==> src/rtl/display_7seg_reader.sv <==
// Receive-side reader for a multiplexed common-anode 7-segment bus.
// It synchronizes the bus and debounces each scan slot. Each accepted slot is decoded
// back to BCD. A frame is published once every digit has been captured.
module display_7seg_reader #(
  parameter int unsigned DIGITS        = 4,
  parameter int unsigned STABLE_CYCLES = 4
) (
  input  logic                  clk,
  input  logic                  rst,
  input  logic [6:0]            segIn,
  input  logic [DIGITS-1:0]     anIn,
  output logic [4*DIGITS-1:0]   bcdOut,
  output logic [DIGITS-1:0]     blankMask,
  output logic                  err,
  output logic                  valid
);

  localparam int unsigned SW = DIGITS + 7;
  localparam int unsigned CW = $clog2(STABLE_CYCLES + 1);
  localparam int unsigned IW = (DIGITS > 1) ? $clog2(DIGITS) : 1;

  typedef enum logic [0:0] {StWait, StLocked} state_e;

  logic [SW-1:0]       sync1_q, s_q, sprev_q;
  state_e              state_q, state_d;
  logic [CW-1:0]       cnt_q, cnt_d;
  logic                accept;
  logic                same;

  logic [6:0]          seg_s;
  logic [DIGITS-1:0]   an_s;
  logic [3:0]          nib;
  logic                blank, invalid;
  logic                any_zero, multi_zero;
  logic [IW-1:0]       idx;
  logic                capture, publish;

  logic [4*DIGITS-1:0] shadow_q, shadow_m;
  logic [DIGITS-1:0]   shblank_q, shblank_m;
  logic [DIGITS-1:0]   seen_q, seen_m;
  logic                ferr_q;

  // Two-flop synchronizer plus one history stage; resets to the idle (all-ones) bus.
  always_ff @(posedge clk or posedge rst) begin
    if (rst) begin
      sync1_q <= '1;
      s_q     <= '1;
      sprev_q <= '1;
    end else begin
      sync1_q <= {anIn, segIn};
      s_q     <= sync1_q;
      sprev_q <= s_q;
    end
  end

  assign same  = (s_q == sprev_q);
  assign seg_s = s_q[6:0];
  assign an_s  = s_q[SW-1:7];

  // Stability FSM state register.
  always_ff @(posedge clk or posedge rst) begin
    if (rst) begin
      state_q <= StWait;
      cnt_q   <= '0;
    end else begin
      state_q <= state_d;
      cnt_q   <= cnt_d;
    end
  end

  // Count matching samples; fire one accept per stable run, then lock until the bus changes.
  always_comb begin
    state_d = state_q;
    cnt_d   = cnt_q;
    accept  = 1'b0;
    unique case (state_q)
      StWait: begin
        if (!same) begin
          cnt_d = '0;
        end else if (cnt_q >= CW'(STABLE_CYCLES - 1)) begin
          accept  = 1'b1;
          state_d = StLocked;
          cnt_d   = CW'(STABLE_CYCLES);
        end else begin
          cnt_d = cnt_q + CW'(1);
        end
      end
      StLocked: begin
        if (!same) begin
          state_d = StWait;
          cnt_d   = '0;
        end
      end
    endcase
  end

  // Segment pattern to nibble; 7F is a blank digit, anything unknown is flagged invalid.
  always_comb begin
    nib     = 4'hE;
    blank   = 1'b0;
    invalid = 1'b0;
    unique case (seg_s)
      7'h40: nib = 4'h0;
      7'h79: nib = 4'h1;
      7'h24: nib = 4'h2;
      7'h30: nib = 4'h3;
      7'h19: nib = 4'h4;
      7'h12: nib = 4'h5;
      7'h02: nib = 4'h6;
      7'h78: nib = 4'h7;
      7'h00: nib = 4'h8;
      7'h10: nib = 4'h9;
      7'h7F: begin
        nib   = 4'hF;
        blank = 1'b1;
      end
      default: begin
        nib     = 4'hE;
        invalid = 1'b1;
      end
    endcase
  end

  // Find the single active-low enable; more than one active enable is treated as illegal.
  always_comb begin
    any_zero   = 1'b0;
    multi_zero = 1'b0;
    idx        = '0;
    for (int k = 0; k < int'(DIGITS); k++) begin
      if (!an_s[k]) begin
        if (any_zero) multi_zero = 1'b1;
        any_zero = 1'b1;
        idx      = IW'(k);
      end
    end
  end

  assign capture = accept && any_zero && !multi_zero;

  // Shadow state with the digit being captured merged in.
  always_comb begin
    shadow_m               = shadow_q;
    shadow_m[idx*4 +: 4]   = nib;
    shblank_m              = shblank_q;
    shblank_m[idx]         = blank;
    seen_m                 = seen_q;
    seen_m[idx]            = 1'b1;
  end

  assign publish = capture && (&seen_m);

  // Capture digits into the shadow frame and publish when every digit has been seen.
  always_ff @(posedge clk or posedge rst) begin
    if (rst) begin
      shadow_q  <= '0;
      shblank_q <= '0;
      seen_q    <= '0;
      ferr_q    <= 1'b0;
      bcdOut    <= '0;
      blankMask <= '0;
      err       <= 1'b0;
      valid     <= 1'b0;
    end else begin
      valid <= publish;
      if (capture) begin
        shadow_q  <= shadow_m;
        shblank_q <= shblank_m;
        if (publish) begin
          bcdOut    <= shadow_m;
          blankMask <= shblank_m;
          err       <= ferr_q | invalid;
          seen_q    <= '0;
          ferr_q    <= 1'b0;
        end else begin
          seen_q <= seen_m;
          ferr_q <= ferr_q | invalid;
        end
      end
    end
  end

endmodule

==> config.mk <==
export PLATFORM = sky130hd
export DESIGN_NAME = display_7seg_reader
export DESIGN_NICKNAME = d
export VERILOG_FILES = /design/src/rtl/display_7seg_reader.sv
export SDC_FILE = /design/constraint.sdc
export NUM_CORES = 1
export LEC_CHECK = 0
export ABC_AREA = 1
export CAP_MARGIN = 20
export CELL_PAD_IN_SITES_DETAIL_PLACEMENT = 1
export CELL_PAD_IN_SITES_GLOBAL_PLACEMENT = 2
export CORE_MARGIN = 8
export CORE_UTILIZATION = 35
export CTS_CLUSTER_DIAMETER = 100
export DETAILED_ROUTE_END_ITERATION = 8
export PLACE_DENSITY_LB_ADDON = 0.1
export SKIP_CTS_REPAIR_TIMING = 1
export SLEW_MARGIN = 20
export SYNTH_ARGS = -nofsm -noshare
export SYNTH_HDL_FRONTEND = slang
export SYNTH_SLANG_ARGS = --single-unit
==> constraint.sdc <==
create_clock -name clk -period 3 [get_ports clk]
set_input_delay 0.6 -clock clk [delete_from_list [all_inputs] [get_ports clk]]
set_output_delay 0.6 -clock clk [all_outputs]
set_load 0.02 [all_outputs]
==> impl_metrics.env <==
export IMPL_run_status="finished, final reports clean"
export IMPL_synth_fp_nets=416
export IMPL_power_leakage_nw=2.11
export IMPL_cp_required_ns=3.24
export IMPL_cts_buffers=9
export IMPL_startpoint_type="flip-flop"
export IMPL_core_area_um2=10200
export IMPL_yosysTopAreaCell="dfrtp_1"
export IMPL_syn_mean_instance_area_um2=9.09
export IMPL_ant_nets=0
export IMPL_crit_arrival_ns=2.51
export IMPL_grt_max_degree=38
export IMPL_synth_area_leaders="dfrtp_1, dfstp_2, nand2_1"
export IMPL_worst_setup_path_end_kind="flip-flop"
export IMPL_die_height_um=118
export IMPL_setup_tns_ns=0
export IMPL_netlist_area_leader_share=0.350
export IMPL_hold_class="flip-flop to flip-flop"
export IMPL_ir_worst_vdd_uv=223
export IMPL_cp_max_fo=15
export IMPL_power_density_nw_per_um2=521
export IMPL_final_common_cell="nand2_1"
export IMPL_path_clk_slew_ns=0.09
export IMPL_wl_um=8650
export IMPL_finalHoldWorstSlack_ns=0.347
export IMPL_maxCapViolCount=0
export IMPL_netlist_instances=401
export IMPL_stdcell_area_um2=4390
export IMPL_syn_area_um2=3650
export IMPL_layout_nets=458
export IMPL_num_vias=2746
export IMPL_clock_sinks=84
export IMPL_synth_seq_cells=84
export IMPL_finalPower_mw=2.29
export IMPL_drc=0
export IMPL_num_rows=37
export IMPL_cts_tree="done"
export IMPL_grt_overflow=0
export IMPL_yosysWarnings=0
export IMPL_antenna_found_initial=0
export IMPL_root_buffer="clkbuf_8"
export IMPL_fin_crit_sh=0.756
export IMPL_placed_cell_area_um2=4150
export IMPL_clk_latency_ns=0.36
export IMPL_slew_viol_final=0
export IMPL_gp_congestion=0.771
export IMPL_drive_gt1_frac=0.179
export IMPL_n_antenna_cell=0
export IMPL_dpl_hpwl_um=6330
export IMPL_firstDrtPassIters=4
export IMPL_cts_max_level=3
export IMPL_fin_skew_ns=0.0138
export IMPL_die_area_um2=13900
export IMPL_die_w_um=118
export IMPL_pre_cts_slack_ns=0.741
export IMPL_grt_pass1_vias=2884
export IMPL_layout_common_cells="nand2_1, dfrtp_1, nand3_1"
export IMPL_io_pins=35
export IMPL_setup_viol=0
export IMPL_synth_cell_types=31
export IMPL_rsz0062_at_grt="no"
export IMPL_fin_ws_ns=0.731
export IMPL_viasPerCell=4.70
export IMPL_grt_usage=0.133
export IMPL_syn2layout_area_growth_pct=20.5
export IMPL_hold_viol_final=0
export IMPL_initial_core_util=0.356
export IMPL_wl_per_cell_um=14.8
export IMPL_worst_pin_slew_ns=0.633
export IMPL_relSlewSlack=0.577
export IMPL_fmax_mhz=441
export IMPL_critPathKind="flip-flop to flip-flop"
export IMPL_port_buffers=34
export IMPL_clockBufferDepth=2
export IMPL_period_needed_ns=2.27
export IMPL_synth_seq_area_share=0.588
export IMPL_grt_pass1_wl_um=15000
export IMPL_drt_first_iter_violations=86
state kept, by name, indices dropped and copies added, names as in the netlist:
signal     flops
bcdOut        16
blankMask      4
cnt_q          3
err            1
ferr_q         1
s_q           11
seen_q         4
shadow_q      16
shblank_q      4
sprev_q       11
state_q        1
sync1_q       11
valid          1
synthesized netlist by cell type:
cell      number
buf_4          1
xnor2_1        6
o21ai_0       24
or2_2         10
inv_2          3
o21ai_1        3
ha_1           2
nand3_4        1
xor2_1         1
a21oi_2        1
dfstp_2       33
nand4_2        1
a21oi_1        7
dfrtp_1       51
inv_1         36
buf_6          2
o21ai_2        6
a22oi_1        1
nand3_2        1
nor2_2         2
nor3_1         1
nand4_1        1
a221oi_1       1
nand2_1      127
o21a_1         1
buf_2          5
a21boi_0       1
mux2i_1        3
nor2_1        31
nor2_4         2
nand3_1       36
per-stage QoR:
stage,utilization,cells
after CTS,0.429,584
final,0.429,584
after floorplan,-,401
after detailed placement,0.406,568
after global routing,0.429,584
after global placement,0.406,568
layout make-up:
class | instances | area (µm²)
fill | 1210 | 5840
sequential | 84 | 2140
multi-input combinational | 270 | 1300
timing repair buffer | 39 | 390
tap | 136 | 170
inverter | 39 | 148
clock buffer | 10 | 128
clock inverter | 6 | 111
report_power, final:
part	switching [mW]	internal (mW)	leakage (nW)
sequential	0.0215	1.17	1.06
clock	0.418	0.555	0.119
combinational	0.0757	0.0448	0.932
total	0.515	1.77	2.11
cells by family after synthesis:
family,Yosys count,share of synthesized area
and+or+nand+nor,213,0.253
DFF,84,0.588
buffers and inverters,47,0.0552
AOI/OAI and AO/OA,45,0.0721
xor gates and xnor gates,7,0.0168
muxes,3,0.00824
adders and majority gates,2,0.00686
routing by layer:
metal / global-route usage / routed length (µm)
met1: 0.169 / 4210
met2: 0.216 / 4090
met3: 0.0321 / 249
met4: 0.0480 / 109
met5: 0 / 0
worst max-delay path, stage by stage, from the launching register on:
cell	delay, ns
dfstp_2	0.70
inv_1	0.18
a21oi_2	0.16
nand3_1	0.12
nor2_4	0.17
nand3_4	0.18
nor2_4	0.35
nand2_1	0.12
o21ai_0	0.10
inv_1	0.06
final timing paths:
kind | end | slack [ns] | startpoint | cells past startpoint
worst max-delay path | bcdOut[12] | 0.73 | s_q[10] | 9
worst min-delay path | s_q[3] | 0.35 | sync1_q[3] | 0
max in group asynchronous | sprev_q[7] | 1.64 | rst | 3
min in group asynchronous | bcdOut[6] | 0.62 | rst | 2
worst max register to register | bcdOut[12] | 0.73 | s_q[10] | 9
worst min register to register | s_q[3] | 0.35 | sync1_q[3] | 0
(Power assumes the default switching activity.)
